File: config.mk
export PLATFORM = sky130hd
export DESIGN_NAME = lc3_mem_arbiter
export DESIGN_NICKNAME = d
export VERILOG_FILES = /design/src/rtl/lc3_mem_arbiter.sv
export SDC_FILE = /design/constraint.sdc
export NUM_CORES = 1
export LEC_CHECK = 0
export ABC_AREA = 0
export CAP_MARGIN = 20
export CORE_ASPECT_RATIO = 1.25
export CORE_MARGIN = 2
export CORE_UTILIZATION = 26
export CTS_BUF_LIST = sky130_fd_sc_hd__clkbuf_16
export DETAILED_ROUTE_END_ITERATION = 8
export GPL_ROUTABILITY_DRIVEN = 0
export GPL_TIMING_DRIVEN = 0
export MAX_ROUTING_LAYER = met4
export PLACE_DENSITY_LB_ADDON = 0.3
export SLEW_MARGIN = 20
export SYNTH_ARGS = -nofsm -noshare
export SYNTH_HDL_FRONTEND = slang
export SYNTH_SLANG_ARGS = --single-unit
File: constraint.sdc
create_clock -name clk -period 1.9 [get_ports clk]
set_input_delay 0.19 -clock clk [delete_from_list [all_inputs] [get_ports clk]]
set_output_delay 0.19 -clock clk [all_outputs]
set_load 0.01 [all_outputs]
File: src/rtl/lc3_mem_arbiter.sv
// Two-requester arbiter for the LC3 synchronous-read memory: core (C) has fixed priority over loader (L),
// with a starvation guard for L and bounded L burst locking. Optional counters under LC3_ARB_STATS_EN.
module lc3_mem_arbiter #(
  parameter int ADDR_W     = 16,
  parameter int DATA_W     = 16,
  parameter int STARVE_LIM = 4,
  parameter int BURST_MAX  = 8
) (
  input  logic              clk,
  input  logic              reset,
  // Handshake: a requester holds req/we/addr/wdata stable until it sees gnt=1;
  // gnt=1 means the access is performed in that same cycle (no separate ready).
  input  logic              c_req,
  input  logic              c_we,
  input  logic [ADDR_W-1:0] c_addr,
  input  logic [DATA_W-1:0] c_wdata,
  output logic              c_gnt,
  output logic              c_rvalid,
  output logic [DATA_W-1:0] c_rdata,
  input  logic              l_req,
  input  logic              l_we,
  input  logic              l_lock,
  input  logic [ADDR_W-1:0] l_addr,
  input  logic [DATA_W-1:0] l_wdata,
  output logic              l_gnt,
  output logic              l_rvalid,
  output logic [DATA_W-1:0] l_rdata,
  output logic [ADDR_W-1:0] mem_addr,
  output logic [DATA_W-1:0] mem_wdata,
  output logic              mem_we,
  input  logic [DATA_W-1:0] mem_rdata,
  output logic              o_dbg_state
`ifdef LC3_ARB_STATS_EN
  ,
  input  logic              stat_clr,
  output logic [15:0]       stat_c_grants,
  output logic [15:0]       stat_l_grants,
  output logic [15:0]       stat_conflicts
`endif
);

  typedef enum logic [0:0] {
    ST_ARB  = 1'b0,
    ST_LOCK = 1'b1
  } state_t;

  localparam logic [3:0] LIM_C   = 4'(STARVE_LIM);
  localparam logic [7:0] BMAX_C  = 8'(BURST_MAX);

  state_t      r_state;
  state_t      w_state_nxt;
  logic [3:0]  r_starve_cnt;
  logic [3:0]  w_starve_nxt;
  logic [7:0]  r_burst_cnt;
  logic [7:0]  w_burst_nxt;
  logic        r_yield;
  logic        w_yield_nxt;
  logic        w_c_gnt;
  logic        w_l_gnt;
  logic        w_lock_hold;
  logic        r_c_rvalid;
  logic        r_l_rvalid;

  always_ff @(posedge clk or posedge reset) begin
    if (reset) begin
      r_state      <= ST_ARB;
      r_starve_cnt <= 4'd0;
      r_burst_cnt  <= 8'd0;
      r_yield      <= 1'b0;
    end else begin
      r_state      <= w_state_nxt;
      r_starve_cnt <= w_starve_nxt;
      r_burst_cnt  <= w_burst_nxt;
      r_yield      <= w_yield_nxt;
    end
  end

  // A locked burst continues only while L keeps both req and lock; otherwise the
  // cycle falls through to normal arbitration so there is no dead cycle.
  always_comb begin
    w_c_gnt     = 1'b0;
    w_l_gnt     = 1'b0;
    w_state_nxt = r_state;
    w_burst_nxt = r_burst_cnt;
    w_yield_nxt = 1'b0;
    w_lock_hold = (r_state == ST_LOCK) && l_req && l_lock;

    if (w_lock_hold) begin
      w_l_gnt     = 1'b1;
      w_burst_nxt = r_burst_cnt + 8'd1;
      if (w_burst_nxt == BMAX_C) begin
        w_state_nxt = ST_ARB;
        w_yield_nxt = 1'b1;
      end
    end else begin
      w_state_nxt = ST_ARB;
      if (r_yield && c_req) begin
        w_c_gnt = 1'b1;
      end else if ((r_starve_cnt == LIM_C) && l_req) begin
        w_l_gnt = 1'b1;
      end else if (c_req) begin
        w_c_gnt = 1'b1;
      end else if (l_req) begin
        w_l_gnt = 1'b1;
      end
      if (w_l_gnt && l_lock) begin
        w_burst_nxt = 8'd1;
        if (BMAX_C == 8'd1) begin
          w_yield_nxt = 1'b1;
        end else begin
          w_state_nxt = ST_LOCK;
        end
      end
    end

    if (reset) begin
      w_c_gnt = 1'b0;
      w_l_gnt = 1'b0;
    end
  end

  always_comb begin
    w_starve_nxt = r_starve_cnt;
    if (!l_req || w_l_gnt) begin
      w_starve_nxt = 4'd0;
    end else if (r_starve_cnt != LIM_C) begin
      w_starve_nxt = r_starve_cnt + 4'd1;
    end
  end

  always_comb begin
    mem_addr  = '0;
    mem_wdata = '0;
    mem_we    = 1'b0;
    if (w_c_gnt) begin
      mem_addr  = c_addr;
      mem_wdata = c_wdata;
      mem_we    = c_we;
    end else if (w_l_gnt) begin
      mem_addr  = l_addr;
      mem_wdata = l_wdata;
      mem_we    = l_we;
    end
  end

  always_ff @(posedge clk or posedge reset) begin
    if (reset) begin
      r_c_rvalid <= 1'b0;
      r_l_rvalid <= 1'b0;
    end else begin
      r_c_rvalid <= w_c_gnt && !c_we;
      r_l_rvalid <= w_l_gnt && !l_we;
    end
  end

  assign c_gnt       = w_c_gnt;
  assign l_gnt       = w_l_gnt;
  assign c_rvalid    = r_c_rvalid;
  assign l_rvalid    = r_l_rvalid;
  assign c_rdata     = r_c_rvalid ? mem_rdata : '0;
  assign l_rdata     = r_l_rvalid ? mem_rdata : '0;
  assign o_dbg_state = (r_state == ST_LOCK);

`ifdef LC3_ARB_STATS_EN
  logic [15:0] r_stat_c_grants;
  logic [15:0] r_stat_l_grants;
  logic [15:0] r_stat_conflicts;

  // Counters wrap naturally; clear wins over a same-cycle increment.
  always_ff @(posedge clk or posedge reset) begin
    if (reset) begin
      r_stat_c_grants  <= 16'd0;
      r_stat_l_grants  <= 16'd0;
      r_stat_conflicts <= 16'd0;
    end else if (stat_clr) begin
      r_stat_c_grants  <= 16'd0;
      r_stat_l_grants  <= 16'd0;
      r_stat_conflicts <= 16'd0;
    end else begin
      if (w_c_gnt)        r_stat_c_grants  <= r_stat_c_grants + 16'd1;
      if (w_l_gnt)        r_stat_l_grants  <= r_stat_l_grants + 16'd1;
      if (c_req && l_req) r_stat_conflicts <= r_stat_conflicts + 16'd1;
    end
  end

  assign stat_c_grants  = r_stat_c_grants;
  assign stat_l_grants  = r_stat_l_grants;
  assign stat_conflicts = r_stat_conflicts;
`endif

endmodule

==> results.cfg, run 1 <==
[synth]
synthTopCellsByArea = dfrtp_1 (27%), a22o_1 (20%), and2_1 (14%), ha_1 (3.4%), o21ai_0 (3.4%)
synth.avg_cell_area_um2 = 8.71
synth_top_area_cell = dfrtp_1
syn_nets = 260
synth_top_area_share_pct = 27.2
yosysWarnings = 0
syn_inst = 169
synth_common_cells = a22o_1 (34), and2_1 (34), dfrtp_1 (16)
synth.distinct_cells = 34
synth-edff-count = 0
syn_area_um2 = 1470
yosys_register_bits = 16
async_flop_share_pct = 100
synth_top_flop_cell = dfrtp_1
ys_seq_area_share_pct = 27.2

[cts]
cts-hold-fix-buffers = 0
cts_buffer_depth = 2
cts_root_buf = clkbuf_16
cts-buffers-inserted = 3
path_clk_slew_ns = 0.05
cts.sinks = 16
htreeDepth = 1
clock_latency_ns = 0.25
cts_tree = yes

[drt]
drt_iter0_drc = 46
ant_nets = 0
vias = 2026
routed_wl_um = 6500
drc_errors = 0
vias_per_cell = 4.93
first_pass_iters = 4
wl_per_cell_um = 15.8

[timing]
worst_pin_slew_ns = 0.554
timing.final.hold_violations = 0
period_minus_slack_ns = 2.18
fmax_ghz = 0.459
finClkSkew_ns = 0.00467
setup_slack_ns = -0.280
rsz0062_at_grt = true
drv_slew = 0
worst_slew_margin_rel_pct = 62.7
holdWs_ns = 0.357
finalSetupViolations = 35
min_period_over_period_pct = 115

[place]
portBuffers = 155
post-dp-hpwl_um = 5060

[power]
comb_power_share_pct = 40.7
p_int_mw = 0.999
power_mw = 1.38
pwr-share-seq_pct = 28.6
swShare_pct = 27.8
clkPwrFrac_pct = 30.7
peakVddDrop_mv = 0.358
p_sw_mw = 0.385
power_density_nw_per_um2 = 425
p_leak_nw = 1.46

[hold_path]
hold_path.class = input port to register

[status]
violations = setup timing
outcome = finished with violations

[finish]
drive_above_1_share_pct = 21.6
syn_to_final_growth_pct = 121
nNetsFinal = 439
insertedDiodeCount = 0

[die]
core_area_um2 = 5440
pin_count = 157
die_height_um = 88.1
die-area_um2 = 6280
rows = 30
start_util_pct = 27.0
die_w_um = 71.3

[setup_path]
crit_fanout = 5
cp-end-kind = output port
critical_path_arrival_ns = 1.99
required_ns = 1.71
start_kind = register
critPathKind = register to output port

[global_routing]
grt_pass1_wl_um = 9640
antenna_found_initial = 0
grt_start_max_net_pins = 18
track_usage_pct = 20.0
grt-ovfl-total = 0
grt_pass1_vias = 1924

[run]
max-cap-violations = 0
-- flip-flops by register name, summed over array words and instances (netlist names) --
name and count:
r_yield 1, o_dbg_state 1, l_rvalid 1, r_starve_cnt 4, r_burst_cnt 8, c_rvalid 1
-- worst paths after layout --
path	from	endpoint	slack [ns]	cells past startpoint
hold / removal	l_req	r_burst_cnt[0]	0.36	3
setup / recovery	r_starve_cnt[1]	mem_addr[4]	-0.28	9
setup reg to reg	r_starve_cnt[1]	r_starve_cnt[3]	0.14	7
min in group asynchronous	reset	r_starve_cnt[2]	0.47	3
max in group asynchronous	reset	r_burst_cnt[4]	1.24	3
hold reg to reg	r_burst_cnt[6]	r_burst_cnt[6]	0.57	1
-- cells in the final DEF (no fill, tap or decap), types with 6 or more instances in the layout --
master           instances
clkdlybuf4s50_1        120
and2_1                  34
a22o_1                  34
buf_2                   33
buf_6                   18
dfrtp_1                 16
buf_4                   14
o21ai_0                 10
nand2_1                  8
nor3_1                   6
-- power by group through the flow --
stage / logic, mW / clock network (mW) / registers [mW]
after global routing: 0.607 / 0.444 / 0.401
after detailed placement: 0.538 / 0 / 0.401
after global placement: 0.529 / 0 / 0.399
after CTS: 0.544 / 0.429 / 0.394
final: 0.563 / 0.425 / 0.395
after floorplan: 0.193 / 0 / 0.396
-- critical path, cell delays in order, from the launching register on --
cell and delay (ns):
dfrtp_1 0.37, inv_2 0.05, ha_4 0.15, and4bb_4 0.21, a2111oi_4 0.27, buf_4 0.20
buf_6 0.13, buf_6 0.11, a22o_1 0.12, buf_2 0.13
-- repair_timing --
| item | in CTS | in global routing |
|---|---|---|
| gates resized for setup | 159 | 10 |
| setup endpoints to repair | 46 | 47 |
| gates cloned | 3 | 0 |
| pin swaps | 5 | 11 |
| buffers inserted | 14 | 5 |
-- through the flow --
step | utilization [%] | cells | area [um^2] | worst slack, ns | TNS [ns]
after global routing | 59.9 | 411 | 3260 | -0.346 | -10.57
after floorplan | - | 169 | 1480 | 0.00396 | 0
after global placement | 57.1 | 388 | 3110 | -0.930 | -30.27
after CTS | 58.9 | 408 | 3210 | -0.318 | -9.31
after detailed placement | 57.1 | 388 | 3110 | -0.952 | -31.14
final | 59.9 | 411 | 3260 | -0.280 | -8.50
-- area by class of cell --
cell class                 instances  area, um^2
buffer                            11        98.8
tap                               64        80.1
sequential                        16         400
clock inverter                     1        3.75
fill                             515        2180
multi-input combinational        136         998
inverter                           4        18.8
timing repair buffer             176        1580
clock buffer                       3        75.1
-- metal layers --
metal / routed length [um] / up-vias / track usage, %
li1: - / 981 / -
met1: 2470 / 937 / 21.7
met2: 3460 / 99 / 36.5
met3: 458 / 9 / 3.80
met4: 112 / 0 / 6.35
met5: 0 / - / -
-- logic make-up after synthesis --
family	share of synthesized area [%]
multiplexers	0.680
adder cells (fa/ha/maj)	3.40
buffers and inverters	6.46
flip-flops	27.2
AO/OA/AOI/OAI	32.3
AND/OR/NAND/NOR	27.0
XOR/XNOR	2.98
Power figures use the tool's default switching activity.
==> inputs of run 2 (changes only) <==
Settings changed: CORE_ASPECT_RATIO 1.25 to 0.7.
==> results.cfg, run 2 (same netlist as run 1, synthesis figures left out) <==
[drt]
routed_wl_um = 6090
drc_errors = 0
vias = 1969
ant_nets = 0
wl_per_cell_um = 14.7
drt_iter0_drc = 56
vias_per_cell = 4.74
first_pass_iters = 4

[die]
die_w_um = 93.9
core_area_um2 = 5340
start_util_pct = 27.6
die-area_um2 = 6290
die_height_um = 66.9
pin_count = 157
rows = 22

[cts]
htreeDepth = 1
cts-hold-fix-buffers = 0
cts-buffers-inserted = 3
path_clk_slew_ns = 0.05
cts_tree = yes
clock_latency_ns = 0.24
cts_root_buf = clkbuf_16
cts_buffer_depth = 2
cts.sinks = 16

[timing]
drv_slew = 0
rsz0062_at_grt = true
timing.final.hold_violations = 0
min_period_over_period_pct = 115
fmax_ghz = 0.459
finalSetupTns_ns = -8.58
finalSetupViolations = 35
period_minus_slack_ns = 2.18
finClkSkew_ns = 0.00140
setup_slack_ns = -0.278
worst_pin_slew_ns = 0.491
worst_slew_margin_rel_pct = 67.2
holdWs_ns = 0.360

[setup_path]
crit_fanout = 10
cp-end-kind = output port
crit_end = mem_addr[7]
start_kind = register
r2r_start = r_starve_cnt[0]
crit_chain = inv_2 -> ha_4 -> and4bb_4 -> a2111oi_4 -> buf_6 -> buf_8 -> a22o_1 -> buf_2
slowest_stage = dfrtp_1
worstReg2RegEnd = c_rvalid
critPathMaxStageDelay_ns = 0.37
critPathKind = register to output port
required_ns = 1.71
critical_path_arrival_ns = 1.99
reg2reg_depth = 9
cp-startpoint = r_starve_cnt[0]
r2r_slack_ns = 0.09

[finish]
syn_to_final_growth_pct = 122
final_common_cell = clkdlybuf4s50_1
drive_above_1_share_pct = 20.4
final_cell_mix = clkdlybuf4s50_1 (120), and2_1 (34), a22o_1 (34), buf_2 (30), dfrtp_1 (16)
reg_top3 = r_burst_cnt x8, r_starve_cnt x4
instances_no_fill = 415
nNetsFinal = 435
insertedDiodeCount = 0
regMostFlops = r_burst_cnt
post-route-util_pct = 61.1
fin_area_um2 = 3260
largest_reg_flops = 8

[global_routing]
grt_pass1_vias = 1907
grt-ovfl-total = 0
grt_pass1_wl_um = 9190
grt_start_max_net_pins = 18
antenna_found_initial = 0
track_usage_pct = 18.6

[place]
place_ws_ns = -0.970
dp.cells = 396
place_area_um2 = 3120
post-dp-hpwl_um = 4770
portBuffers = 155

[power]
power_mw = 1.36
p_leak_nw = 1.44
peakVddDrop_mv = 0.279
power_density_nw_per_um2 = 418

[status]
violations = setup timing
outcome = finished with violations

[hold_path]
hp-start = l_req
hold_path.class = input port to register

[run]
max-cap-violations = 0
-- run 2: worst min path at each step --
| stage | to | slack, ns | cells after the start |
|---|---|---|---|
| after detailed placement | r_burst_cnt[6] | 0.54 | 1 |
| after CTS | o_dbg_state | 0.36 | 3 |
| after floorplan | c_rvalid | 0.11 | 1 |
| after global routing | o_dbg_state | 0.38 | 3 |
| final | o_dbg_state | 0.36 | 3 |
| after global placement | r_burst_cnt[6] | 0.53 | 1 |
-- run 2: final cells by class --
class	instances	area, um^2
Sequential cell	16	400
Tap cell	72	90.1
Timing Repair Buffer	174	1600
Buffer	9	78.8
Clock buffer	3	75.1
Fill cell	463	2080
Clock inverter	1	3.75
Inverter	4	18.8
Multi-Input combinational cell	136	998
-- run 2: layer usage --
metal | up-vias | GRT usage [%] | wire length [um]
li1 | 982 | - | -
met5 | - | - | 0
met1 | 886 | 22.2 | 2570
met3 | 6 | 4.19 | 477
met4 | 0 | 3.80 | 51
met2 | 95 | 32.7 | 2990
-- run 2: worst max-delay path: cells and delay by family, from the launching register on --
family          cells  cell delay, ns
compound gates      2            0.48
fa+ha+maj           1            0.15
buf+inv             4            0.53
flops               1            0.37
simple gates        1            0.21
-- run 2: repair_timing --
action                                  4_1_cts  5_1_grt
pin swaps                                     7        2
gates resized for setup                     166        3
buffers inserted                             11        5
endpoints found under the setup margin       59       35
cloned                                        2        1
-- run 2: where the power goes --
part	switching, mW	internal, mW	total, mW
registers	0.0355	0.364	0.400
clock network	0.131	0.279	0.410
logic	0.202	0.352	0.554
==> inputs of run 3 (changes only) <==
Settings changed: CORE_MARGIN 2 to 8.
==> results.cfg, run 3 (same netlist as run 1, synthesis figures left out) <==
[setup_path]
reg2reg_depth = 8
cp-end-kind = output port
critPathMaxStageDelay_ns = 0.37
crit_chain = inv_2 -> ha_4 -> and4bb_4 -> a2111oi_4 -> buf_4 -> buf_6 -> a22o_1 -> buf_6
critical_path_arrival_ns = 2.03
cp-startpoint = r_starve_cnt[0]
crit_fanout = 5
critPathKind = register to output port
r2r_start = r_starve_cnt[0]
slowest_stage = a2111oi_4
start_kind = register
cpMostUsedCell = buf_6
required_ns = 1.71

[global_routing]
grt_pass1_vias = 1945
grt_start_max_net_pins = 18
grt_pass1_wl_um = 11400
antenna_found_initial = 0
grt-ovfl-total = 0
track_usage_pct = 17.7

[timing]
period_minus_slack_ns = 2.22
setup_slack_ns = -0.322
drv_slew = 0
finalSetupViolations = 35
fmax_ghz = 0.450
worst_slew_margin_rel_pct = 65.9
worst_pin_slew_ns = 0.506
min_period_over_period_pct = 117
rsz0062_at_grt = true
finClkSkew_ns = 0.000972
timing.final.hold_violations = 0

[drt]
vias = 1969
routed_wl_um = 7860
vias_per_cell = 4.71
wl_per_cell_um = 18.8
drc_errors = 0
ant_nets = 0
drt_iter0_drc = 60
first_pass_iters = 4

[die]
core_area_um2 = 5580
rows = 23
die_height_um = 78.9
die_w_um = 106
pin_count = 157
start_util_pct = 26.4
die-area_um2 = 8360

[finish]
final_cell_mix = clkdlybuf4s50_1 (120), and2_1 (34), a22o_1 (34), buf_6 (25), buf_2 (20)
syn_to_final_growth_pct = 128
largest_reg_flops = 8
post-route-util_pct = 60.2
final_common_cell = clkdlybuf4s50_1
nFillCells = 486
nNetsFinal = 435
regMostFlops = r_burst_cnt
drive_above_1_share_pct = 20.7
fin_area_um2 = 3360
reg_top3 = r_burst_cnt x8, r_starve_cnt x4
insertedDiodeCount = 0

[cts]
cts_tree = yes
cts_buffer_depth = 2
cts.sinks = 16
cts-buffers-inserted = 3
cts_root_buf = clkbuf_16
clock_latency_ns = 0.24
htreeDepth = 1
path_clk_slew_ns = 0.05

[power]
peakVddDrop_mv = 0.547
p_leak_nw = 1.47
power_density_nw_per_um2 = 416

[status]
outcome = finished with violations
violations = setup timing

[hold_path]
hp-start = l_req
hold_depth = 3
hold_path.class = input port to register

[place]
post-dp-hpwl_um = 6380
place_area_um2 = 3120
portBuffers = 155

[run]
max-cap-violations = 0
-- run 3: cell count changes in the layout (fill, tap and decap cells not counted) --
cell       previous run  this run
buf_6                15        25
clkbuf_1              3         2
clkbuf_16             4         5
inv_2                 2         1
inv_1                 1         2
o311a_1               1         0
o311a_4               0         1
buf_2                30        20
-- run 3: worst paths after layout --
kind	end	slack, ns
min in group asynchronous	l_rvalid	0.50
setup / recovery	mem_wdata[13]	-0.32
hold reg to reg	r_burst_cnt[6]	0.55
hold / removal	o_dbg_state	0.35
setup reg to reg	l_rvalid	0.17
max in group asynchronous	r_burst_cnt[6]	1.22
-- run 3: worst max-delay path, delay by kind of cell (launching register included) --
family	cells	cell delay [ns]
fa+ha+maj	1	0.15
compound gates	2	0.54
flops	1	0.36
simple gates	1	0.21
buf+inv	4	0.51
-- run 3: layer usage --
metal  vias up  track usage (%)  share of wire [%]
met5         -                -                  0
met4         0             3.22                1.9
met3        12             3.31                4.7
met2        79             31.4                 52
met1       906             20.7                 41
li1        972                -                  -
-- run 3: area by class of cell --
cell class                 count  area [um^2]  share of cell area, %
timing repair buffer         174         1680                   49.9
buffer                         9         82.6                   2.46
clock buffer                   3         75.1                   2.23
inverter                       4         18.8                  0.558
clock inverter                 1         3.75                  0.112
tap                           75         93.8                   2.79
sequential                    16          400                   11.9
multi-input combinational    136         1010                   30.0
-- run 3: repair_timing --
| item | 4_1_cts | 5_1_grt |
|---|---|---|
| gates cloned | 2 | 3 |
| hold buffers | 0 | 0 |
| resized for setup | 163 | 15 |
| setup buffers | 10 | 5 |
| setup endpoints to repair | 55 | 35 |
| pin swaps | 4 | 5 |
-- run 3: stage by stage --
| stage | hold WS, ns | setup TNS, ns | setup slack, ns | total power [mW] | std cells |
|---|---|---|---|---|---|
| 2_1_floorplan | 0.112 | 0 | 0.00396 | 0.588 | 169 |
| 3_3_place_gp | 0.527 | -29.89 | -0.920 | 0.934 | 399 |
| 3_5_place_dp | 0.535 | -30.30 | -0.933 | 0.945 | 399 |
| 4_1_cts | 0.340 | -8.54 | -0.326 | 1.37 | 412 |
| 5_1_grt | 0.376 | -11.82 | -0.402 | 1.47 | 418 |
| 6_report | 0.345 | -9.29 | -0.322 | 1.40 | 418 |
-- run 3: power breakdown --
| group | total [mW] | switching, mW | internal [mW] | leakage [nW] |
|---|---|---|---|---|
| Clock | 0.413 | 0.133 | 0.279 | 0.0385 |
| Combinational | 0.587 | 0.214 | 0.373 | 1.21 |
| Sequential | 0.399 | 0.0345 | 0.364 | 0.217 |
| Total | 1.40 | 0.382 | 1.02 | 1.47 |
